**src/rtl/sdram_read.sv**
```systemverilog
// Single-word SDRAM read controller: ACTIVE, READ with auto-precharge, capture one
// 16-bit word, pulse ofin, then wait out precharge recovery before the next request.
module sdram_read #(
    parameter int unsigned T_RCD   = 2,
    parameter int unsigned CAS_LAT = 2,
    parameter int unsigned T_RP    = 2
) (
    input  logic        iclk,
    input  logic        ireset_n,
    input  logic        ireq,
    input  logic        ienb,
    input  logic [12:0] irow,
    input  logic [9:0]  icolumn,
    input  logic [1:0]  ibank,
    output logic [15:0] odata,
    output logic        ofin,
    output logic        obusy,
    output logic        DRAM_CLK,
    output logic        DRAM_CKE,
    output logic [12:0] DRAM_ADDR,
    output logic [1:0]  DRAM_BA,
    output logic        DRAM_CS_N,
    output logic        DRAM_RAS_N,
    output logic        DRAM_CAS_N,
    output logic        DRAM_WE_N,
    output logic        DRAM_LDQM,
    output logic        DRAM_UDQM,
    inout  wire  [15:0] DRAM_DQ
);

    localparam int unsigned MAX_A   = (T_RCD > T_RP) ? T_RCD : T_RP;
    localparam int unsigned CNT_MAX = (MAX_A > CAS_LAT) ? MAX_A : CAS_LAT;
    localparam int unsigned CNT_W   = $clog2(CNT_MAX + 1);

    localparam logic [3:0] CMD_DESELECT = 4'b1111;
    localparam logic [3:0] CMD_NOP      = 4'b0111;
    localparam logic [3:0] CMD_ACTIVE   = 4'b0011;
    localparam logic [3:0] CMD_READ     = 4'b0101;

    // ACTIVE and READ are issued on the edges that leave IDLE and WAIT_RCD.
    typedef enum logic [2:0] {
        S_IDLE,
        S_WAIT_RCD,
        S_WAIT_CL,
        S_CAPTURE,
        S_WAIT_RP
    } state_t;

    state_t             r_state, w_state;
    logic [CNT_W-1:0]   r_cnt, w_cnt;
    logic [3:0]         r_cmd, w_cmd;
    logic [12:0]        r_addr, w_addr;
    logic [1:0]         r_ba, w_ba;
    logic [9:0]         r_col, w_col;
    logic               r_dqm, w_dqm;
    logic [15:0]        r_odata, w_odata;
    logic               r_ofin, w_ofin;
    logic               r_obusy, w_obusy;
    logic               r_cke;

    always_ff @(posedge iclk or negedge ireset_n) begin
        if (!ireset_n) begin
            r_state <= S_IDLE;
            r_cnt   <= '0;
            r_cmd   <= CMD_DESELECT;
            r_addr  <= '0;
            r_ba    <= '0;
            r_col   <= '0;
            r_dqm   <= 1'b1;
            r_odata <= '0;
            r_ofin  <= 1'b0;
            r_obusy <= 1'b0;
            r_cke   <= 1'b0;
        end else begin
            r_state <= w_state;
            r_cnt   <= w_cnt;
            r_cmd   <= w_cmd;
            r_addr  <= w_addr;
            r_ba    <= w_ba;
            r_col   <= w_col;
            r_dqm   <= w_dqm;
            r_odata <= w_odata;
            r_ofin  <= w_ofin;
            r_obusy <= w_obusy;
            r_cke   <= 1'b1;
        end
    end

    // Requests are ignored on the first edge after reset, while CKE is still low.
    always_comb begin
        w_state = r_state;
        w_cnt   = r_cnt;
        w_cmd   = CMD_NOP;
        w_addr  = r_addr;
        w_ba    = r_ba;
        w_col   = r_col;
        w_dqm   = r_dqm;
        w_odata = r_odata;
        w_ofin  = 1'b0;
        w_obusy = r_obusy;
        case (r_state)
            S_IDLE: begin
                if (r_cke && ireq && ienb) begin
                    w_state = S_WAIT_RCD;
                    w_cnt   = CNT_W'(T_RCD - 1);
                    w_cmd   = CMD_ACTIVE;
                    w_addr  = irow;
                    w_ba    = ibank;
                    w_col   = icolumn;
                    w_obusy = 1'b1;
                end
            end
            S_WAIT_RCD: begin
                if (r_cnt == '0) begin
                    w_state = S_WAIT_CL;
                    w_cnt   = CNT_W'(CAS_LAT);
                    w_cmd   = CMD_READ;
                    w_addr  = {2'b00, 1'b1, r_col};
                    w_dqm   = 1'b0;
                end else begin
                    w_cnt = r_cnt - CNT_W'(1);
                end
            end
            S_WAIT_CL: begin
                if (r_cnt == '0) begin
                    w_state = S_CAPTURE;
                    w_odata = DRAM_DQ;
                    w_ofin  = 1'b1;
                    w_dqm   = 1'b1;
                end else begin
                    w_cnt = r_cnt - CNT_W'(1);
                end
            end
            S_CAPTURE: begin
                w_state = S_WAIT_RP;
                w_cnt   = CNT_W'(T_RP - 1);
            end
            S_WAIT_RP: begin
                if (r_cnt == '0) begin
                    w_state = S_IDLE;
                    w_obusy = 1'b0;
                end else begin
                    w_cnt = r_cnt - CNT_W'(1);
                end
            end
            default: w_state = S_IDLE;
        endcase
    end

    assign DRAM_DQ    = 16'bz;
    assign DRAM_CLK   = ~iclk;
    assign DRAM_CKE   = r_cke;
    assign DRAM_ADDR  = r_addr;
    assign DRAM_BA    = r_ba;
    assign DRAM_CS_N  = r_cmd[3];
    assign DRAM_RAS_N = r_cmd[2];
    assign DRAM_CAS_N = r_cmd[1];
    assign DRAM_WE_N  = r_cmd[0];
    assign DRAM_LDQM  = r_dqm;
    assign DRAM_UDQM  = r_dqm;
    assign odata      = r_odata;
    assign ofin       = r_ofin;
    assign obusy      = r_obusy;

endmodule

```
**config.mk**
```make
export PLATFORM = sky130hd
export DESIGN_NAME = sdram_read
export DESIGN_NICKNAME = d
export VERILOG_FILES = /design/src/rtl/sdram_read.sv
export SDC_FILE = /design/constraint.sdc
export NUM_CORES = 1
export LEC_CHECK = 0
export BUFFER_PORTS_ARGS = -buffer_cell sky130_fd_sc_hd__clkbuf_2
export CORE_MARGIN = 5
export CORE_UTILIZATION = 30
export DETAILED_ROUTE_END_ITERATION = 8
export GPL_TIMING_DRIVEN = 0
export PLACE_DENSITY_LB_ADDON = 0.12
export SETUP_SLACK_MARGIN = 0.4
export SYNTH_ARGS = -nofsm -noshare
export SYNTH_HDL_FRONTEND = slang
export SYNTH_SLANG_ARGS = --single-unit
```
**constraint.sdc**
```tcl
create_clock -name iclk -period 2.5 [get_ports iclk]
set_clock_uncertainty 0.2 [all_clocks]
set_input_delay 0 -clock iclk [delete_from_list [all_inputs] [get_ports iclk]]
set_output_delay 0 -clock iclk [all_outputs]
set_load 0.01 [all_outputs]
```
==> metrics.md <==
| Metric | Value |
|---|---|
| CP Data Arrival Time | 1960 ps |
| Combinational group share of total power | 43.0% |
| Ys Warns | 0 |
| Switch Pwr | 965 µW |
| Placed Area | 2400 µm² |
| Antenna cells | 0 |
| Gp weighted congestion | 0.729 |
| CTS tree | built |
| Initial antenna violation count | 0 |
| Final worst-path cycle share | 79.2% |
| Htree depth | 2 |
| Global-route wire length before repair | 7.25 mm |
| CP Max Fanout | 10 |
| Core Region | approximately 6300 µm² |
| Synth cell types | 33 |
| Later-pin clock latency in the skew report | 290 ps |
| Switching part of the total | 36.5% |
| Clock transition at path regs | roughly 80 ps |
| Total GRT Usage | 12.1% |
| Final-report setup violation count | 0 |
| Die ar. | 8040 µm² |
| Top routing layer in use | met4 |
| Multi-input gate area | 656 µm² |
| Metal3 WL | around 390 µm |
| Status | finished clean |
| Slew Viols, Final | 0 |
| Pleak | ~0.0015 µW |
| Clk network pwr share | 18.7% |
| Top-area cell type share of the netlist area | 44.7% |
| Pwr/cell area | 950 nW/µm² |
| Max cap viols | 0 |
| TritonCTS buffer count | 5 |
| Crit start category | register |
| Worst Path Required | 2480 ps |
| Post-synth top cells | 39 x nand2_1, 36 x buf_4, 34 x dfrtp_1, 15 x inv_1 |
| Worst-margin pin slew | 945 ps |
| Fill cells | 624 |
| Ys flop type | dfrtp_1 |
| Post-layout util | 44.4% |
| Drt initial violations | 34 |
| Register share of total power | 38.3% |
| Main area contributors after synthesis | dfrtp_1 45%, buf_4 14%, nand2_1 7.7% |
| Total power | 2650 µW |
| Crit end category | register |
| Post-layout net count | 341 |
| Number of global-route vias before repair | ~1500 |
| Max-slew headroom at the worst pin | between 30% and 40% |
| Deepest clock path buffer count | 2 |
| Cell accounting for the most synthesized area | dfrtp_1 |
| Post-DRT Antenna Nets | 0 |
| Pin count of the biggest net entering global routing | 39 |
| Met1 WL | between 2 and 2.5 mm |
| DR vias | between 1500 and 2000 |
| RSZ-0062 raised after global routing | no |
| Achievable clock frequency | 505 MHz |
| WL per Instance | approximately 12 µm |
| Number of synthesized flops with an enable pin | 0 |
| Finished Layout Cells | approximately 390 |
| I/O Pins | 86 |
| IO buf count | 68 |
| Rows | 29 |
| Drt via density | 4.03 |
| Synthesized area | 1900 µm² |
| Final Cell Area | 2790 µm² |
| Setup TNS | 0 ps |
| Die width | between 80 and 90 µm |
| Seq/Total Area, Yosys | 50.2% |
| Drt drc | 0 |
| Die Y | 89.7 µm |
| Router iterations before antenna repair | 3 |
| Internal power | 1680 µW |
| DP HPWL | 3.13 mm |
| Post-layout min period | 1980 ps |
| Most common cell in the netlist | nand2_1 |
| Initial Utilization | between 30 and 40% |
| Final Hold Fails | 0 |
| Critical path class | register to register |
| Area Growth Syn to Fin | 46.3% |
| Total routed wirelength | 4.47 mm |
| Syn avg cell area | 9.92 µm² |
| Synth Register Bits | 38 |
| Worst hold path class | input pin to register |
| Dpl cells | 354 |
| Root Driver | clkbuf_8 |
| Post-synth ARST share | 100% |
| Worst VDD drop | 451 µV |
| Post-Syn Instances | 192 |
| Layout cells sized above 1 | 45.3% |
| FF+latch area | 956 µm² |
| Global route overflow | 0 |
| Routed wl met2 | 2.01 mm |
-- routing by layer --
metal / GRT usage, % / vias up
li1: - / 804
met2: 18.6 / 58
met3: 4.01 / 4
met1: 15.7 / 698
met5: 0 / -
met4: 4.60 / 0
-- cell families (layout without fill, tap and decap cells) --
family	Yosys count	count (layout)	share of synthesized area, %
compound gates	36	36	14.2
xor+xnor	1	1	0.460
fa+ha+maj	2	2	1.31
buf+inv	58	160	19.7
flops	38	38	50.2
mux	2	2	1.12
other cells	2	19	0.394
simple gates	53	53	12.6
-- through the flow --
step | hold slack, ps | setup slack (ps)
after floorplan | -496 | 704
after global placement | -75.5 | 466
after detailed placement | -75.5 | 474
after CTS | 17.3 | 456
after global routing | 37.9 | 412
final | 13.9 | 519
-- power groups by stage --
stage	Combinational (µW)	Sequential (µW)	Clock [µW]
after floorplan	711	1070	15.7
after global placement	1090	1020	29.7
after detailed placement	1100	1030	29.7
after CTS	1130	1020	518
after global routing	1290	1050	548
final	1140	1010	495
-- final cells by class --
cell class / count / share of cell area, %
buffer: 42 / 11.3
clock buffer: 8 / 3.64
clock inverter: 2 / 0.269
inverter: 15 / 2.11
multi-input combinational: 113 / 23.5
sequential: 38 / 34.3
tap: 77 / 3.46
timing repair buffer: 93 / 21.4
-- placed cells by master, fill, tap and decap left out, types with 2 or more instances in the layout --
| cell | count |
|---|---|
| clkbuf_2 | 68 |
| inv_1 | 16 |
| dfstp_2 | 4 |
| nand2b_1 | 2 |
| nor2_1 | 2 |
| clkbuf_8 | 7 |
| buf_4 | 36 |
| o22ai_1 | 9 |
| nor2b_1 | 2 |
| o21ai_0 | 4 |
| dlygate4sd3_1 | 26 |
| buf_2 | 3 |
| nand2_1 | 39 |
| a21oi_2 | 10 |
| dfrtp_1 | 34 |
| a21oi_1 | 4 |
| conb_1 | 19 |
| a22o_1 | 2 |
| buf_6 | 2 |
| and3_1 | 3 |
-- critical path: stages (launching register included) --
cell	delay (ps)
dfrtp_1	390
inv_1	160
ha_4	190
nand2_1	90
or3_4	360
clkbuf_4	220
o22ai_1	220
a21oi_2	40
-- state kept, by name (all words and copies together) (netlist names) --
register	count
DRAM_ADDR	13
DRAM_BA	2
DRAM_CKE	1
DRAM_LDQM	1
obusy	1
odata	1
ofin	1
r_cmd	3
r_cnt	2
r_col	10
r_state	3
-- path summary, 6_finish.rpt --
check                      slack [ps]             to  cells past startpoint     start
max                               520   DRAM_ADDR[7]                      7  r_cnt[0]
max reg2reg                       520   DRAM_ADDR[7]                      7  r_cnt[0]
max in group asynchronous        1320  DRAM_ADDR[12]                      2  ireset_n
min                                10          obusy                      4      ireq
min reg2reg                       280       r_col[7]                      2  r_col[7]
min in group asynchronous         180     DRAM_BA[1]                      2  ireset_n
-- repair_timing --
item,CTS,global route
setup endpoints to repair,0,10
buffers inserted,0,0
hold buffers,26,0
resized for setup,0,4
hold endpoints to repair,59,0
No activity file was read; power rests on OpenSTA's default activity.
